==> config.mk <==
export PLATFORM = sky130hd
export DESIGN_NAME = tree_root_clock_gate
export DESIGN_NICKNAME = d
export VERILOG_FILES = /design/src/rtl/tree_cg_pkg.sv /design/src/rtl/cg_latch_cell.sv /design/src/rtl/tree_root_clock_gate.sv
export SDC_FILE = /design/constraint.sdc
export NUM_CORES = 1
export LEC_CHECK = 0
export BUFFER_PORTS_ARGS = -buffer_cell sky130_fd_sc_hd__buf_2
export CAP_MARGIN = 40
export CORE_AREA = 4 4 41 43
export CTS_BUF_LIST = sky130_fd_sc_hd__clkbuf_2
export DETAILED_ROUTE_END_ITERATION = 10
export DIE_AREA = 0 0 45 47
export GPL_TIMING_DRIVEN = 0
export PLACE_DENSITY_LB_ADDON = 0.2
export SETUP_SLACK_MARGIN = 0.4
export SLEW_MARGIN = 10
export SYNTH_ARGS = -nofsm -noshare
export SYNTH_HDL_FRONTEND = slang
export SYNTH_SLANG_ARGS = --single-unit
==> constraint.sdc <==
create_clock -name clk -period 3.6 [get_ports clk]
set_clock_uncertainty 0.2 [all_clocks]
set_input_delay 0.36 -clock clk [delete_from_list [all_inputs] [get_ports clk]]
set_output_delay 0.36 -clock clk [all_outputs]
set_load 0.03 [all_outputs]
==> src/rtl/tree_cg_pkg.sv <==
// Shared types for the clock-tree root gate: FSM state encoding.
package tree_cg_pkg;

  typedef enum logic [1:0] {
    CG_OFF   = 2'd0,
    CG_WAKE  = 2'd1,
    CG_ON    = 2'd2,
    CG_DRAIN = 2'd3
  } cg_state_t;

endpackage

==> src/rtl/cg_latch_cell.sv <==
// Glitch-free clock gate: low-transparent enable latch followed by an AND.
// Kept as its own module so synthesis can swap in an integrated clock-gating cell.
module cg_latch_cell (
  input  logic clk,
  input  logic en,
  input  logic test_en,
  output logic clk_gated
);

  logic en_latched;

  // Enable only changes while clk is low, so the AND never sees a mid-pulse edge.
  always_latch begin
    if (!clk) en_latched = en | test_en;
  end

  assign clk_gated = clk & en_latched;

endmodule

==> src/rtl/tree_root_clock_gate.sv <==
// Handshaked clock gate feeding the buffer-tree root: wake window, ack, drain on busy.
// Optional activity counters are built when CLK_GATE_STATS_EN is defined.
module tree_root_clock_gate
  import tree_cg_pkg::*;
#(
  parameter int unsigned WAKE_CYCLES = 4,
  parameter int unsigned CNT_W       = 8
) (
  input  logic       clk,
  input  logic       rst_n,
  input  logic       test_en,
  input  logic       en_req,
  input  logic       busy,
  output logic       en_ack,
  output logic       clk_gated,
  output logic [1:0] state_o
`ifdef CLK_GATE_STATS_EN
  ,
  output logic [CNT_W-1:0] on_cycles,
  output logic [CNT_W-1:0] wake_count
`endif
);

  localparam int unsigned WAKE_W = $clog2(WAKE_CYCLES + 1);
  localparam logic [WAKE_W-1:0] WAKE_LOAD = WAKE_W'(WAKE_CYCLES - 1);

  if (WAKE_CYCLES < 1 || CNT_W < 1) begin : g_param_check
    $error("tree_root_clock_gate: WAKE_CYCLES and CNT_W must be >= 1");
  end

  cg_state_t          state;
  logic               gate_en;
  logic [WAKE_W-1:0]  wake_cnt;

  // Handshake FSM; gate_en and en_ack are updated alongside the state they belong to.
  always_ff @(posedge clk or negedge rst_n) begin
    if (!rst_n) begin
      state    <= CG_OFF;
      gate_en  <= 1'b0;
      en_ack   <= 1'b0;
      wake_cnt <= '0;
    end else begin
      case (state)
        CG_OFF: begin
          if (en_req) begin
            state    <= CG_WAKE;
            gate_en  <= 1'b1;
            wake_cnt <= WAKE_LOAD;
          end
        end
        CG_WAKE: begin
          if (!en_req) begin
            state <= CG_DRAIN;
          end else if (wake_cnt == '0) begin
            state  <= CG_ON;
            en_ack <= 1'b1;
          end else begin
            wake_cnt <= wake_cnt - WAKE_W'(1);
          end
        end
        CG_ON: begin
          if (!en_req) begin
            state  <= CG_DRAIN;
            en_ack <= 1'b0;
          end
        end
        CG_DRAIN: begin
          // A returning request wins over busy: the tree is still clocked, so no re-wake.
          if (en_req) begin
            state  <= CG_ON;
            en_ack <= 1'b1;
          end else if (!busy) begin
            state   <= CG_OFF;
            gate_en <= 1'b0;
          end
        end
        default: begin
          state   <= CG_OFF;
          gate_en <= 1'b0;
          en_ack  <= 1'b0;
        end
      endcase
    end
  end

  assign state_o = state;

  cg_latch_cell u_gate (
    .clk       (clk),
    .en        (gate_en),
    .test_en   (test_en),
    .clk_gated (clk_gated)
  );

`ifdef CLK_GATE_STATS_EN
  // Saturating activity counters; cleared only by reset.
  always_ff @(posedge clk or negedge rst_n) begin
    if (!rst_n) begin
      on_cycles  <= '0;
      wake_count <= '0;
    end else begin
      if (gate_en && (on_cycles != '1)) on_cycles <= on_cycles + CNT_W'(1);
      if ((state == CG_OFF) && en_req && (wake_count != '1))
        wake_count <= wake_count + CNT_W'(1);
    end
  end
`endif

endmodule

==> flow_metrics.env <==
export IMPL_status="complete, no violations"
export IMPL_syn_nets=52
export IMPL_io_pin_count=9
export IMPL_cts_tree="built"
export IMPL_dp_cells=68
export IMPL_synth_top_area_share=0.423
export IMPL_worst_pin_slew_ns=0.273
export IMPL_drt_iter0_drc=11
export IMPL_tns_ns=0
export IMPL_cp_max_fo=1
export IMPL_fin_cells=76
export IMPL_rows=13
export IMPL_final_nets=69
export IMPL_slew_headroom=0.818
export IMPL_dp_final_hpwl_um=591
export IMPL_die_w_um=45
export IMPL_die_h_um=47
export IMPL_final_cell_mix="buf_2 (8), clkbuf_2 (7), dfrtp_1 (7), nand2b_1 (5)"
export IMPL_hold_path_class="input pin to flip-flop"
export IMPL_wire_per_inst_um=11.3
export IMPL_crit_required_ns=3.04
export IMPL_ant_nets=0
export IMPL_drive_gt1_frac=0.328
export IMPL_nFillCells=130
export IMPL_grt_usage=0.114
export IMPL_yosys_top_cells_area="dfrtp_1 (42%), nand2b_1 (7.6%), ha_1 (6.0%)"
export IMPL_layout_commonest_cell="buf_2"
export IMPL_hold_viol_final=0
export IMPL_finalWirelength_um=857
export IMPL_rsz0062_at_grt="true"
export IMPL_setup_viol=0
export IMPL_antennaDiodeCount=0
export IMPL_dp_worst_setup_slack_ns=0.599
export IMPL_die_area_um2=2120
export IMPL_finalWorstSetupSlack_ns=0.282
export IMPL_clkTransAtPathRegs_ns=0.08
export IMPL_via_count=376
export IMPL_syn_inst=45
export IMPL_arrival_ns=2.76
export IMPL_syn_area_um2=414
export IMPL_syn_area_per_cell_um2=9.20
export IMPL_powerDensity_nw_per_um2=922
export IMPL_end_kind="primary output"
export IMPL_clkLatencyLatePin_ns=0.33
export IMPL_yosysUniqueCellTypes=22
export IMPL_routabilityCongestion=0.723
export IMPL_start_util=0.318
export IMPL_drc=0
export IMPL_grt_max_degree=11
export IMPL_startpoint_type="latch"
export IMPL_final_max_slew_viol_count=0
export IMPL_yosys_warnings=0
export IMPL_path_class="latch to primary output"
export IMPL_grt_pass1_wl_um=1520
export IMPL_antenna_found_initial=0
export IMPL_io_buffers=8
export IMPL_cap_violations=0
export IMPL_ys_ff_latch=8
export IMPL_core_region_area_um2=1300
export IMPL_dr_pass1_iters=4
export IMPL_area_growth_pct=27.2
export IMPL_total_power_mw=0.486
export IMPL_grt_pass1_vias=383
export IMPL_peakVddDrop_v=0.000291
export IMPL_routed_via_density=4.95
export IMPL_yosys_area_top_type="dfrtp_1"
export IMPL_leakage_nw=0.254
export IMPL_finish_utilization=0.405
export IMPL_grt_overflow_total=0
-- synth_stat cells, drive strengths merged --
cell type and instances:
ha 2, nor3 3, nor2b 2, nand4bb 1, buf 1, and2 1, a211oi 1, inv 2
dfrtp 7, a31oi 2, nand2b 5, nor2 4, dlxtn 1, a21oi 1, o21ai 5, nand2 2
and2b 1, o22ai 3, or2 1
-- what timing repair did --
item,CTS,global route
gates resized for setup,3,0
endpoints found under the hold margin,7,0
hold buffers,1,0
gates cloned,0,0
endpoints found under the setup margin,2,2
setup buffers,0,0
-- stage by stage --
stage          area (µm²)  hold slack (ns)
6_report              527            0.102
5_1_grt               527           0.0800
4_1_cts               527           0.0795
3_5_place_dp          473          0.00756
3_3_place_gp          473          0.00301
2_1_floorplan         414           -0.136
-- cell families (layout without fill, tap and decap cells) --
logic type                 after synthesis  in the layout  share of synthesized area
latches                                  1              1                     0.0362
DFF                                      7              7                      0.423
AOI/OAI and AO/OA                       12             12                      0.166
buffers and inverters                    3             19                     0.0302
adders and majority gates                2              2                     0.0604
and+or+nand+nor                         20             20                      0.284
-- final cells by class --
class                      instances  area [µm²]  share of cell area
buffer                             1        5.00             0.00950
clock buffer                       8        46.3              0.0879
inverter                           2        7.51              0.0143
multi-input combinational         34         214               0.406
sequential                         8         190               0.361
tap                               15        18.8              0.0356
timing repair buffer               8        45.0              0.0855
-- layer usage --
metal / share of wire / routed length (µm) / GRT usage
met3: 0.071 / 61 / 0.0996
met2: 0.45 / 385 / 0.136
met4: 0.029 / 25 / 0.117
met5: 0 / 0 / 0
met1: 0.45 / 384 / 0.114
-- flip-flops by register name (all words and copies together), names as in the netlist --
| name | flops |
|---|---|
| en_ack | 1 |
| gate_en | 1 |
| state_o | 2 |
| u_gate.en_latched | 1 |
| wake_cnt | 3 |
-- where the power goes --
part	total (mW)	switching [mW]	internal, mW
sequential	0.161	0.0355	0.125
clock	0.142	0.0648	0.0772
combinational	0.183	0.110	0.0727
total	0.486	0.210	0.275
-- path summary, 6_finish.rpt --
kind | start | to | slack [ns] | cells after the start
worst min-delay path | en_req | state_o[0]$_DFFE_PN0P_ | 0.10 | 2
min in group asynchronous | rst_n | gate_en$_DFFE_PN0P_ | 0.19 | 2
worst max register to register | gate_en$_DFFE_PN0P_ | u_gate.en_latched$_DLATCH_N_ | 0.93 | 1
worst max-delay path | u_gate.en_latched$_DLATCH_N_ | clk_gated | 0.28 | 2
worst min register to register | wake_cnt[0]$_DFFE_PN0P_ | wake_cnt[0]$_DFFE_PN0P_ | 0.31 | 1
max in group asynchronous | rst_n | wake_cnt[2]$_DFFE_PN0P_ | 2.85 | 2
-- worst max-delay path: stages (launching register included) --
cell and delay (ns):
dlxtn_1 0.39, and2_4 0.13, buf_6 0.12
(Power assumes the default switching activity.)
